$ cat config.mk
export PLATFORM = sky130hd
export DESIGN_NAME = key_event_gen
export DESIGN_NICKNAME = d
export VERILOG_FILES = /design/src/rtl/key_event_gen.sv
export SDC_FILE = /design/constraint.sdc
export NUM_CORES = 1
export LEC_CHECK = 0
export BUFFER_PORTS_ARGS = -buffer_cell sky130_fd_sc_hd__buf_2
export CAP_MARGIN = 10
export CORE_ASPECT_RATIO = 0.7
export CORE_MARGIN = 2
export CORE_UTILIZATION = 55
export DETAILED_ROUTE_END_ITERATION = 10
export PLACE_DENSITY = 0.75
export SLEW_MARGIN = 5
export SYNTH_ARGS = -nofsm -noshare
export SYNTH_HDL_FRONTEND = slang
export SYNTH_SLANG_ARGS = --single-unit
export TNS_END_PERCENT = 50
$ cat constraint.sdc
create_clock -name iwClk -period 2.05 [get_ports iwClk]
set_input_delay 0.615 -clock iwClk [delete_from_list [all_inputs] [get_ports iwClk]]
set_output_delay 0.615 -clock iwClk [all_outputs]
set_load 0.02 [all_outputs]
$ cat src/rtl/key_event_gen.sv
// key_event_gen
// Turns the debounced key level into press / release / auto-repeat events.
// Each event is a one-cycle pulse. It is also latched into a one-entry event
// register with a valid/ack handshake, so a slow consumer does not lose it.
// A sticky overflow flag records any unacknowledged event that was overwritten.

module key_event_gen #(
  parameter bit          pActiveLow    = 1'b1,
  parameter int unsigned pHoldCycles   = 32'd50000000,
  parameter int unsigned pRepeatCycles = 32'd10000000
) (
  input  logic       iwClk,
  input  logic       iwnRst,
  input  logic       iwKeyIn,
  input  logic       iwAck,
  output logic       orPress,
  output logic       orRelease,
  output logic       orRepeat,
  output logic       orHeld,
  output logic       orEventValid,
  output logic [1:0] orEventKind,
  output logic       orOverflow
);

  typedef enum logic [1:0] {
    sIdle   = 2'd0,
    sHold   = 2'd1,
    sRepeat = 2'd2
  } state_t;

  localparam logic [1:0] cKindNone    = 2'b00;
  localparam logic [1:0] cKindPress   = 2'b01;
  localparam logic [1:0] cKindRelease = 2'b10;
  localparam logic [1:0] cKindRepeat  = 2'b11;

  // Terminal counts. They are guarded so that a zero parameter cannot wrap to all-ones.
  localparam logic [31:0] cHoldLast   = (pHoldCycles   == 0) ? 32'd0 : 32'(pHoldCycles - 1);
  localparam logic [31:0] cRepeatLast = (pRepeatCycles == 0) ? 32'd0 : 32'(pRepeatCycles - 1);
  localparam bit          cRepeatEn   = (pHoldCycles != 0);

  state_t      rState;
  logic [31:0] rCount;
  logic        wActive;
  logic [1:0]  wEvent;

  assign wActive = iwKeyIn ^ pActiveLow;

  // Decide which event, if any, the coming edge produces. A release takes priority over a terminal count.
  always_comb begin
    wEvent = cKindNone;
    case (rState)
      sIdle: begin
        if (wActive) wEvent = cKindPress;
      end
      sHold: begin
        if (!wActive)                                  wEvent = cKindRelease;
        else if (cRepeatEn && (rCount == cHoldLast))   wEvent = cKindRepeat;
      end
      sRepeat: begin
        if (!wActive)                    wEvent = cKindRelease;
        else if (rCount == cRepeatLast)  wEvent = cKindRepeat;
      end
      default: wEvent = cKindNone;
    endcase
  end

  // Key state machine, hold/repeat counter and the one-cycle event pulses.
  always_ff @(posedge iwClk or negedge iwnRst) begin
    if (!iwnRst) begin
      rState    <= sIdle;
      rCount    <= 32'd0;
      orPress   <= 1'b0;
      orRelease <= 1'b0;
      orRepeat  <= 1'b0;
      orHeld    <= 1'b0;
    end else begin
      orPress   <= (wEvent == cKindPress);
      orRelease <= (wEvent == cKindRelease);
      orRepeat  <= (wEvent == cKindRepeat);
      case (rState)
        sIdle: begin
          if (wActive) begin
            rState <= sHold;
            rCount <= 32'd0;
            orHeld <= 1'b1;
          end
        end
        sHold: begin
          if (!wActive) begin
            rState <= sIdle;
            rCount <= 32'd0;
            orHeld <= 1'b0;
          end else if (cRepeatEn) begin
            if (rCount == cHoldLast) begin
              rState <= sRepeat;
              rCount <= 32'd0;
            end else begin
              rCount <= rCount + 32'd1;
            end
          end
        end
        sRepeat: begin
          if (!wActive) begin
            rState <= sIdle;
            rCount <= 32'd0;
            orHeld <= 1'b0;
          end else if (rCount == cRepeatLast) begin
            rCount <= 32'd0;
          end else begin
            rCount <= rCount + 32'd1;
          end
        end
        default: begin
          rState <= sIdle;
          rCount <= 32'd0;
          orHeld <= 1'b0;
        end
      endcase
    end
  end

  // One-entry event register. A new event wins over an ack. An overwrite without an ack is flagged as overflow.
  always_ff @(posedge iwClk or negedge iwnRst) begin
    if (!iwnRst) begin
      orEventValid <= 1'b0;
      orEventKind  <= cKindNone;
      orOverflow   <= 1'b0;
    end else if (wEvent != cKindNone) begin
      if (orEventValid && !iwAck) orOverflow <= 1'b1;
      orEventValid <= 1'b1;
      orEventKind  <= wEvent;
    end else if (iwAck) begin
      orEventValid <= 1'b0;
      orEventKind  <= cKindNone;
    end
  end

endmodule
# Yosys cells after proc, flatten, opt, wreduce, memory -nomap -nowiden
# Index checks and enable logic that the tools add are counted.
classes:
  bitwise: 0
  multipliers: 0
  reduce_logical: 9
  n_lt_le_gt_ge: 0
  n_shift: 0
  n_mux: 24
  n_eq_ne: 11
  div_mod_pow: 0
  add_sub_neg: 1
ops:
  columns: ["op", "n"]
  rows:
  - ["two-way mux 32 bit", 5]
  - ["one-hot mux 32 bit (3 select lines)", 1]
  - ["adder 32 x 1 -> 32 bit, second input constant", 1]
  - ["equality test 32 x 24 -> 1 bit, second input constant", 1]
  - ["equality test 32 x 26 -> 1 bit, second input constant", 1]
  - ["two-way mux 2 bit", 10]
  - ["one-hot mux 2 bit (3 select lines)", 2]
  - ["equality test 2 bit, second input constant", 3]
  - ["two-way mux 1 bit", 5]
  - ["equality test 2 x 1 -> 1 bit, second input constant", 2]
  - ["inequality test 2 bit, second input constant", 2]
  - ["AND reduction 2 bit", 2]
  - ["nonzero test 2 bit", 2]
  - ["inequality test 3 bit, second input constant", 1]
  - ["AND reduction 3 bit", 1]
  - ["zero test 2 bit", 1]
  - ["inequality test 2 x 1 -> 1 bit, second input constant", 1]
  - ["one-hot mux 1 bit (2 select lines)", 1]
  - ["OR reduction 2 bit", 1]
  - ["logical AND 1 bit", 1]
  - ["zero test 1 bit", 1]
totals:
  out_inout_bits: 8
  word_cells: 54
  input_bits: 4
  ramBits: 0
  rom_bits: 0
  regBits: 42
  mem_count: 0
  latch_bits: 0

# Longest topological paths before layout
logic_depth:
  word_depth: 6
  depth_mapped: 10
  ltp_nobuf: 8

# Least setup slack after synthesis
# No wires, ideal clock.
synth_timing:
  path_type: "reg-to-reg"
  start: "reg rCount[0]"
  end: "reg rCount[29]"
  path_slack_ns: -0.104
  path_stages_with_launch: 10
  setup_ns: 0.069
  arrival_ns: 2.085
  synth_period_minus_slack_ns: 2.154
  required_time_ns: 1.981
  path_buffers: 2
  path_cell_list: "dfrtp_1 > ha_1 > and3_1 > and3_1 > buf_2 > a31oi_1 > o21ai_1 > buf_4 > or4_1 > nand3_1"
synth_via:
  elab_chain_cells: 4
  word_cells_on_any_way: 8
  classes_between: "add/sub: 1; eq/ne: 2; mux: 5"
synth_lines:
  columns: ["item", "line", "source"]
  rows:
  - ["start, declared", "42", "logic [31:0] rCount;"]
  - ["start signal, assigned", "98", "rCount <= rCount + 32'd1;"]
  - ["start signal, assigned", "110", "rCount <= rCount + 32'd1;"]
  - ["adder 32 x 1 -> 32 bit (tied with other cells)", "98, 110", null]
  - ["two-way mux 32 bit (on tied branches)", "107, 94", null]
  - ["two-way mux 32 bit (on tied branches)", "103, 89", null]
  - ["one-hot mux 32 bit (3 select lines) *", "80", "case (rState)"]
# Every way passes the cells marked *; elsewhere a longest branch is shown, timed or not.
# A chain may end at the register's enable or synchronous reset.

# Final worst setup path
layout_timing:
  start: "reg rCount[25]"
  end: "reg orEventKind[0]"
layout_via:
  elab_chain_cells: 6
  word_cells_on_any_way: 10
  classes_between: "eq/ne: 2; mux: 6; reduce/logical: 2"
layout_lines:
  columns: ["item", "line", "source"]
  rows:
  - ["equality test 32 x 24 -> 1 bit or equality test 32 x 26 -> 1 bit (tied branches)", "61, 57", null]
  - ["two-way mux 2 bit (on tied branches)", "61, 57", null]
  - ["two-way mux 2 bit (on tied branches)", "60, 56", null]
  - ["one-hot mux 2 bit (3 select lines) *", "51", "case (rState)"]
  - ["nonzero test 2 bit", "128", "end else if (wEvent != cKindNone) begin"]
  - ["two-way mux 2 bit or nonzero test 2 bit (tied branches)", null, null]
  - ["end signal, assigned", "126", "orEventKind <= cKindNone;"]
  - ["end signal, assigned", "131", "orEventKind <= wEvent;"]
  - ["end signal, assigned", "134", "orEventKind <= cKindNone;"]
  - ["end, declared", "21", "output logic [1:0] orEventKind,"]
# Marked as above.

==> flow_metrics.env <==
export IMPL_firstDrtPassIters=4
export IMPL_design_power_total_mw=2.33
export IMPL_dp_cells=383
export IMPL_internal_power_mw=1.55
export IMPL_synth_area_um2=2470
export IMPL_design_area_um2=3320
export IMPL_drt_initial_drc_count=170
export IMPL_synth_seq_cells=42
export IMPL_maxSlewViolCount=0
export IMPL_drive_above_1_share_pct=37.5
export IMPL_ys_async_sr_fraction_pct=100
export IMPL_io_buffers=11
export IMPL_path_class="reg2reg"
export IMPL_grt_total_usage_pct=28.2
export IMPL_dieHeight_um=60.0
export IMPL_grt_overflow_total=0
export IMPL_cts_buffer_depth=2
export IMPL_ant_nets=0
export IMPL_skew_ns=0.00360
export IMPL_worstPathCellList="or3b_4 > nor4_4 > buf_4 > a31oi_4 > a2bb2oi_2 > or2_1 > a31o_2"
export IMPL_vias=2425
export IMPL_worst_pin_slew_ns=0.476
export IMPL_detailed_place_hpwl_um=4790
export IMPL_finalSetupViolations=8
export IMPL_synth_edf_count=0
export IMPL_cp_data_required_time_ns=2.24
export IMPL_final_core_util_pct=76.6
export IMPL_synthCells=274
export IMPL_grt_pass1_vias=2146
export IMPL_fin_crit_sh_pct=104
export IMPL_postSynthAreaPerCell_um2=9.00
export IMPL_clk_pin_slew_ns=0.08
export IMPL_drv_cap=0
export IMPL_rr_startpoint="rCount[25]"
export IMPL_dieArea_um2=5040
export IMPL_die_w_um=84.0
export IMPL_worstPathMaxFanout=3
export IMPL_cts_tree="yes"
export IMPL_power_frac_seq_pct=40.0
export IMPL_diodes=0
export IMPL_grt_pass1_wl_um=10900
export IMPL_setup_slack_ns=-0.0798
export IMPL_core_area_um2=4330
export IMPL_clock_sinks=42
export IMPL_sw_frac_of_total_pct=33.5
export IMPL_antenna_found_initial=0
export IMPL_final_cells=394
export IMPL_grt_max_degree=24
export IMPL_status="finished, violations left"
export IMPL_gp_congestion=0.880
export IMPL_boundaryPins=12
export IMPL_cts_made_buffers=5
export IMPL_worst_setup_path_end_kind="register"
export IMPL_synth_area_leader_cell="dfrtp_1"
export IMPL_clock_power_share_pct=28.4
export IMPL_fill_cells=307
export IMPL_route_detailed_drc=0
export IMPL_p_per_area_nw_per_um2=702
export IMPL_leakage_nw=1.52
export IMPL_critPathLaunchType="register"
export IMPL_vdd_ir_drop_worst_mv=0.594
export IMPL_nNetsFinal=347
export IMPL_synth_top_area_share_pct=42.6
export IMPL_wire_per_inst_um=17.9
export IMPL_worstSetupStartpoint="rCount[25]"
export IMPL_viasPerCell=6.15
export IMPL_cp_arrival_ns=2.32
export IMPL_seq_area_frac_synth_pct=42.6
export IMPL_final_hold_violation_count=0
export IMPL_dpl_cell_area_um2=2990
export IMPL_wirelength_um=7030
export IMPL_rows=20
export IMPL_period_needed_ns=2.13
export IMPL_synth_area_leaders="dfrtp_1, nand2_1, nand3_1"
export IMPL_violations="setup timing"
export IMPL_start_util_pct=57.0
export IMPL_rsz0062_at_grt="yes"
export IMPL_relSlewSlack_pct=68.2
export IMPL_hold_class="in2async"
export IMPL_synth_common_cells="dfrtp_1, nand2_1, nand3_1"
export IMPL_cts_root_buf="clkbuf_8"
export IMPL_p_sw_uw=779
export IMPL_synth_nets=283
export IMPL_critPathMaxStageDelay_ns=0.44
export IMPL_clkLatencyLatePin_ns=0.30
export IMPL_ctsHtreeMaxLevel=2
export IMPL_synth_main_ff_cell="dfrtp_1"
export IMPL_synth_most_common_cell="dfrtp_1"
export IMPL_area_growth_pct=34.4
export IMPL_combPwrFrac_pct=31.6
export IMPL_yosysWarnings=0
export IMPL_synth_cell_types=55
export IMPL_crit_path_top_delay_cell="dfrtp_2"
export IMPL_fmax_mhz=470
per-layer routing:
layer	track usage (%)	part of all wire [%]
met1	41.6	46
met2	42.5	46
met3	4.97	5.6
met4	8.53	1.9
met5	0	0
power groups by stage:
stage                     clock, mW  sequential [mW]  combinational [mW]
after floorplan                   0             1.01               0.355
after global placement            0            0.943               0.619
after detailed placement          0            0.946               0.634
after CTS                     0.671            0.930               0.661
after global routing          0.712            0.936               0.801
final                         0.661            0.930               0.735
cells in the final DEF, fill, tap and decap left out, types with 2 or more instances in the layout:
cell type  instances
nor2_4             2
mux2i_1            2
nand3_2            3
o311ai_0           4
nor4b_4            2
inv_1             13
and3_1             4
buf_4             50
buf_2             11
ha_1               4
o21ai_1            6
o21ai_0           10
a21o_1             8
nand3_1           22
or4_4              3
a21oi_2            5
and2_1             3
o21ai_2            4
clkbuf_8           5
buf_6              8
or3_1             10
a21oi_1            7
a31o_2             2
and4_2             2
nand2_2            2
and3_4             4
a31oi_4            4
clkinv_2           2
nor4b_1            2
nand4_1            5
nand2_1           35
nor2_2             2
dfrtp_2            2
nor3_1             7
dfrtp_1           40
o211ai_1           4
nor2_1             6
or4_1              2
a22o_1             3
worst paths after layout:
kind / slack [ns] / endpoint / cells after the start
worst max-delay path: -0.08 / orEventKind[0] / 7
worst min-delay path: 0.26 / rCount[15] / 1
worst max register to register: -0.08 / orEventKind[0] / 7
worst min register to register: 0.48 / orOverflow / 1
max in group asynchronous: 1.28 / rCount[25] / 2
min in group iwClk: 0.48 / orOverflow / 1
critical path, delay by kind of cell, from the launching register on:
kind                   cells  cell delay, ns
flip-flops                 1            0.44
AO/OA/AOI/OAI              3            0.47
AND/OR/NAND/NOR            3            0.92
buffers and inverters      1            0.20
sequential cells by signal, indices dropped and copies added (netlist names):
name / flops
orPress: 1
orOverflow: 1
orHeld: 1
orEventValid: 1
rState: 2
orRelease: 1
orRepeat: 1
rCount: 32
orEventKind: 2
kinds of logic after synthesis:
logic type / Yosys count / share of synthesized area (%)
adder cells (fa/ha/maj): 5 / 2.54
AND/OR/NAND/NOR: 129 / 30.2
XOR/XNOR: 1 / 0.355
buffers and inverters: 26 / 5.12
flip-flops: 42 / 42.6
AO/OA/AOI/OAI: 69 / 18.3
multiplexers: 2 / 0.812
metrics by stage:
stage               TNS [ns]  hold slack [ns]  worst slack [ns]
floorplan                  0            0.319            0.0110
global placement       -2.12            0.456            -0.124
detailed placement     -2.19            0.467            -0.140
CTS                  -0.0599            0.277           -0.0258
global route           -1.19            0.285            -0.107
finish                -0.234            0.264           -0.0798
cell type report:
cell class                 instances  area [um^2]  area share [%]
tap                               55         68.8            2.08
timing repair buffer              70          541            16.3
multi-input combinational        206         1500            45.1
sequential                        42         1050            31.8
inverter                          13         48.8            1.47
clock buffer                       5         68.8            2.08
clock inverter                     3         40.0            1.21
repair_timing:
item	in CTS	in global routing
buffers inserted	1	2
setup endpoints to repair	34	37
pin swaps	4	4
resized for setup	13	39
hold buffers	0	0
Power figures use the tool's default switching activity.
